==> config.mk <==
export PLATFORM = sky130hd
export DESIGN_NAME = wb_write_arbiter
export DESIGN_NICKNAME = d
export VERILOG_FILES = /design/src/rtl/wb_write_arbiter.sv
export SDC_FILE = /design/constraint.sdc
export NUM_CORES = 1
export LEC_CHECK = 0
export ABC_AREA = 1
export BUFFER_PORTS_ARGS = -buffer_cell sky130_fd_sc_hd__buf_2
export CORE_UTILIZATION = 52
export DETAILED_ROUTE_END_ITERATION = 8
export PLACE_DENSITY_LB_ADDON = 0.15
export SETUP_SLACK_MARGIN = 0.3
export SLEW_MARGIN = 20
export SYNTH_ARGS = -nofsm -noshare
export SYNTH_HDL_FRONTEND = slang
export SYNTH_SLANG_ARGS = --single-unit
==> constraint.sdc <==
create_clock -name clk -period 3.5 [get_ports clk]
set_clock_uncertainty 0.1 [all_clocks]
set_input_delay 0.875 -clock clk [delete_from_list [all_inputs] [get_ports clk]]
set_output_delay 0.875 -clock clk [all_outputs]
set_load 0.02 [all_outputs]
==> src/rtl/wb_write_arbiter.sv <==
// Writeback arbiter: merges in-order pipeline (P) and long-latency unit (X) writes into one RF write port.
// Latency: granted request appears on wr_* exactly one cycle after grant (registered).
// Backpressure: P wins by default; X forced after STARVE_LIMIT lost cycles, stalling P via p_stall_o.
//
// Ports:
//   clk, reset        - sole clock; synchronous active-low reset
//   p_valid_i/regno/val, p_stall_o   - pipeline WB request and its hold signal
//   x_valid_i/regno/val, x_ready_o   - long-latency request, valid/ready handshake
//   wr_en_o/wr_regno_o/wr_val_o      - registered register-file write port
//   stall_cnt_o                      - free-running count of cycles with p_stall_o=1
module wb_write_arbiter #(
  parameter int DBITS        = 32,
  parameter int REGNOBITS    = 5,
  parameter int STARVE_LIMIT = 4
) (
  input  logic                 clk,
  input  logic                 reset,
  input  logic                 p_valid_i,
  input  logic [REGNOBITS-1:0] p_regno_i,
  input  logic [DBITS-1:0]     p_val_i,
  output logic                 p_stall_o,
  input  logic                 x_valid_i,
  input  logic [REGNOBITS-1:0] x_regno_i,
  input  logic [DBITS-1:0]     x_val_i,
  output logic                 x_ready_o,
  output logic                 wr_en_o,
  output logic [REGNOBITS-1:0] wr_regno_o,
  output logic [DBITS-1:0]     wr_val_o,
  output logic [31:0]          stall_cnt_o
);

  typedef enum logic {NORMAL = 1'b0, FORCE = 1'b1} state_t;

  localparam logic [3:0] LIMIT = 4'(STARVE_LIMIT);

  state_t     state;
  logic [3:0] wait_cnt;
  logic [3:0] wait_nxt;

  logic p_grant;
  logic x_grant;

  // Grant decision depends only on state and p_valid_i so x_ready_o never
  // combinationally loops back through x_valid_i. Nothing is granted in reset.
  always_comb begin
    x_ready_o = 1'b0;
    p_stall_o = 1'b0;
    p_grant   = 1'b0;
    if (reset) begin
      if (state == FORCE) begin
        x_ready_o = 1'b1;
        p_stall_o = p_valid_i;
      end else begin
        x_ready_o = ~p_valid_i;
        p_grant   = p_valid_i;
      end
    end
  end

  assign x_grant  = x_valid_i & x_ready_o;
  assign wait_nxt = 4'(wait_cnt + 4'd1);

  always_ff @(posedge clk) begin
    if (!reset) begin
      state       <= NORMAL;
      wait_cnt    <= 4'd0;
      wr_en_o     <= 1'b0;
      wr_regno_o  <= '0;
      wr_val_o    <= '0;
      stall_cnt_o <= 32'd0;
    end else begin
      // Starvation tracking: only a held-but-refused X request counts.
      // X dropping valid or completing a handshake starts the count over.
      if (x_grant || !x_valid_i) begin
        state    <= NORMAL;
        wait_cnt <= 4'd0;
      end else if (state == NORMAL) begin
        wait_cnt <= wait_nxt;
        if (wait_nxt == LIMIT) begin
          state <= FORCE;
        end
      end

      // Single RF write port; regno 0 is the hardwired zero register, so the
      // transfer completes but the write itself is suppressed.
      if (x_grant) begin
        wr_en_o    <= (x_regno_i != '0);
        wr_regno_o <= x_regno_i;
        wr_val_o   <= x_val_i;
      end else if (p_grant) begin
        wr_en_o    <= (p_regno_i != '0);
        wr_regno_o <= p_regno_i;
        wr_val_o   <= p_val_i;
      end else begin
        wr_en_o    <= 1'b0;
      end

      if (p_stall_o) begin
        stall_cnt_o <= stall_cnt_o + 32'd1;
      end
    end
  end

endmodule

==> flow_summary.toml <==
[worst_setup_path]
crit_path_frequent_cell = "buf_2"
end_kind = "primary output"
reg2reg_from = "state"
cp_slowest_cell = "nor2_4"
cp_cell_sequence = "buf_2 -> nand2_1 -> nor2_4 -> buf_2"
crit_start = "p_valid_i"
rrSetupSlack_ps = 1600
required_ps = 2520
start_kind = "primary input"
crit_fanout = 9
critical_path_class = "in2out"
crit_arrival_ps = 1680
slowest_delay_ps = 300

[global_route]
grt_pass1_wl_mm = 16.9
grt_pass1_vias = 3945
overflow = 0
grtUsageTotal = 0.288
top_usage_layer = "met2"
use_met1 = 0.326
grt_max_degree = 48
antenna_found_initial = 0
met2_usage = 0.510
grtUsageMet3 = 0.0827

[sta]
relSlewSlack = 0.662
fin_crit_sh = 0.758
hold_viol = 0
tns_ps = 0
fin_crit_ps = 2650
fmax_mhz = 377
postLayoutSetupSlackWorst_ps = 847
rsz0062_at_grt = "false"
maxSlewViolCount = 0
tightest_slew_ps = 506
setup_violations = 0

[floorplan]
ios = 150
core_area_um2 = 6490
fp.dieW_um = 85.1
initial_utilization = 0.553
die_y_um = 85.1
rows = 29
dieArea_um2 = 7240

[cts]
post_cts_buffers = 0
cts_made_buffers = 9
cts_max_level = 3
cts.sinks = 75
clockBufferDepth = 2
clockRootBuffer = "clkbuf_8"
cts_resized = 0
clk_latency_ps = 340
cts_tree = "yes"
ctsHoldBuffers = 0
clkTransAtPathRegs_ps = 80

[placed_design]
dp_slack_ps = 864
io_buffers = 149
placed_area_um2 = 4400
gp_congestion = 0.893
dp.cells = 757
dp_hpwl_mm = 7.59

[pwr]
total_switching_power_uw = 455
vdd_ir_drop_max_v = 0.000251
p_leak_nw = 2.19
power.density_nw_per_um2 = 397
switching_share = 0.249
comb_power_share = 0.111
p_seq_frac = 0.489
p_clk_frac = 0.401
internal_power_mw = 1.38

[synth]
ys.flop_type = "dfxtp_1"
ys_types = 26
syn_area_per_cell_um2 = 6.62
syn_nets = 622
synth.area.top_cells = "dfxtp_1 42%, nand2_1 19%, nor2_1 7.3%, a31oi_1 6.1%, inv_1 5.8%"
yosysMostFrequentCell = "nand2_1"
synth_top_area_cell = "dfxtp_1"
synth_seq_area_share = 0.418
yosysWarnings = 0
synth_commonest_cells = "182 x nand2_1, 75 x dfxtp_1, 70 x nor2_1"
synth_seq_cells = 75
synth_edf_count = 0
synthesis.area_um2 = 3590
netlist_instances = 542
async_reset_ff_frac = 0
synth_top_area_frac = 0.418

[detailed_routing]
drt_iter0_drc = 208
drt-total-wl_mm = 10.1
post_drt_wl_per_cell_um = 13.0
route.detailed.drc = 0
post_drt_via_cell_ratio = 5.29
ant_nets = 0
drt_pass1_iterations = 4
vias = 4085

[final_layout]
multi_input_comb_area_um2 = 1800
nets = 771
drive_gt1_frac = 0.265
syn_to_final_growth_pct = 28.6
regArea_um2 = 1500
nFillCells = 568
final_util = 0.711
fin_area_um2 = 4620
post_layout_nonfiller_instances = 772
antennaDiodeCount = 0

[hold_path]
min_from = "wait_cnt[3]"
min_path_type = "reg2reg"

[job]
maxCapViolCount = 0

[run_status]
status = "complete, no violations"
==> metal layers <==
metal	vias up	wire (µm)
li1	2030	-
met1	1836	4100
met2	191	4850
met3	28	816
met4	0	295
met5	-	0
==> cell families after synthesis <==
logic type | Yosys count | share of synthesized area
buffers and inverters | 74 | 0.0805
DFF | 75 | 0.418
adders and majority gates | 2 | 0.00697
AOI/OAI and AO/OA | 78 | 0.122
xor gates and xnor gates | 5 | 0.0122
and+or+nand+nor | 308 | 0.360
==> layout make-up <==
type	instances	area share
multi-input cells	393	0.390
flip-flops and latches	75	0.325
repair buffers	155	0.171
inverters	57	0.0463
clock buffers	10	0.0298
well taps	77	0.0209
clock inverters	5	0.0168
==> state kept, by name, summed over array words and instances (netlist names) <==
name and cells:
stall_cnt_o 32, wr_val_o 32, wr_regno_o 5, wait_cnt 4, state 1, wr_en_o 1
==> stage by stage <==
| step | power (mW) | hold WS [ps] |
|---|---|---|
| after floorplan | 1.02 | 336 |
| after global placement | 1.11 | 343 |
| after detailed placement | 1.12 | 355 |
| after CTS | 1.85 | 367 |
| after global routing | 1.91 | 395 |
| final | 1.83 | 367 |
==> power groups by stage <==
stage,Clock [mW],Sequential [mW],Combinational (mW)
2_1_floorplan,0,0.948,0.0769
3_3_place_gp,0,0.914,0.200
3_5_place_dp,0,0.913,0.205
4_1_cts,0.747,0.894,0.204
5_1_grt,0.784,0.899,0.223
6_report,0.733,0.895,0.203
==> worst max-delay path, delay by kind of cell <==
| family | cells | cell delay (ps) |
|---|---|---|
| buffers and inverters | 2 | 340 |
| AND/OR/NAND/NOR | 2 | 460 |
==> placed cells by master, fill, tap and decap left out, types with 3 or more instances in the layout <==
| master | instances |
|---|---|
| nor2_1 | 70 |
| buf_2 | 149 |
| a31oi_1 | 35 |
| nor3_1 | 4 |
| inv_1 | 55 |
| dfxtp_1 | 75 |
| nor2_2 | 3 |
| xor2_1 | 4 |
| a21oi_1 | 23 |
| nor2_4 | 5 |
| buf_4 | 6 |
| clkbuf_8 | 10 |
| nand3_1 | 29 |
| o21ai_0 | 17 |
| nand2_1 | 182 |
| nand4_1 | 10 |
==> path summary, 6_finish.rpt <==
kind | to | cells past startpoint
worst min register to register | wait_cnt[3] | 2
worst max register to register | wr_val_o[11] | 7
worst min-delay path | wait_cnt[3] | 2
worst max-delay path | p_stall_o | 4
(Power assumes the default switching activity.)
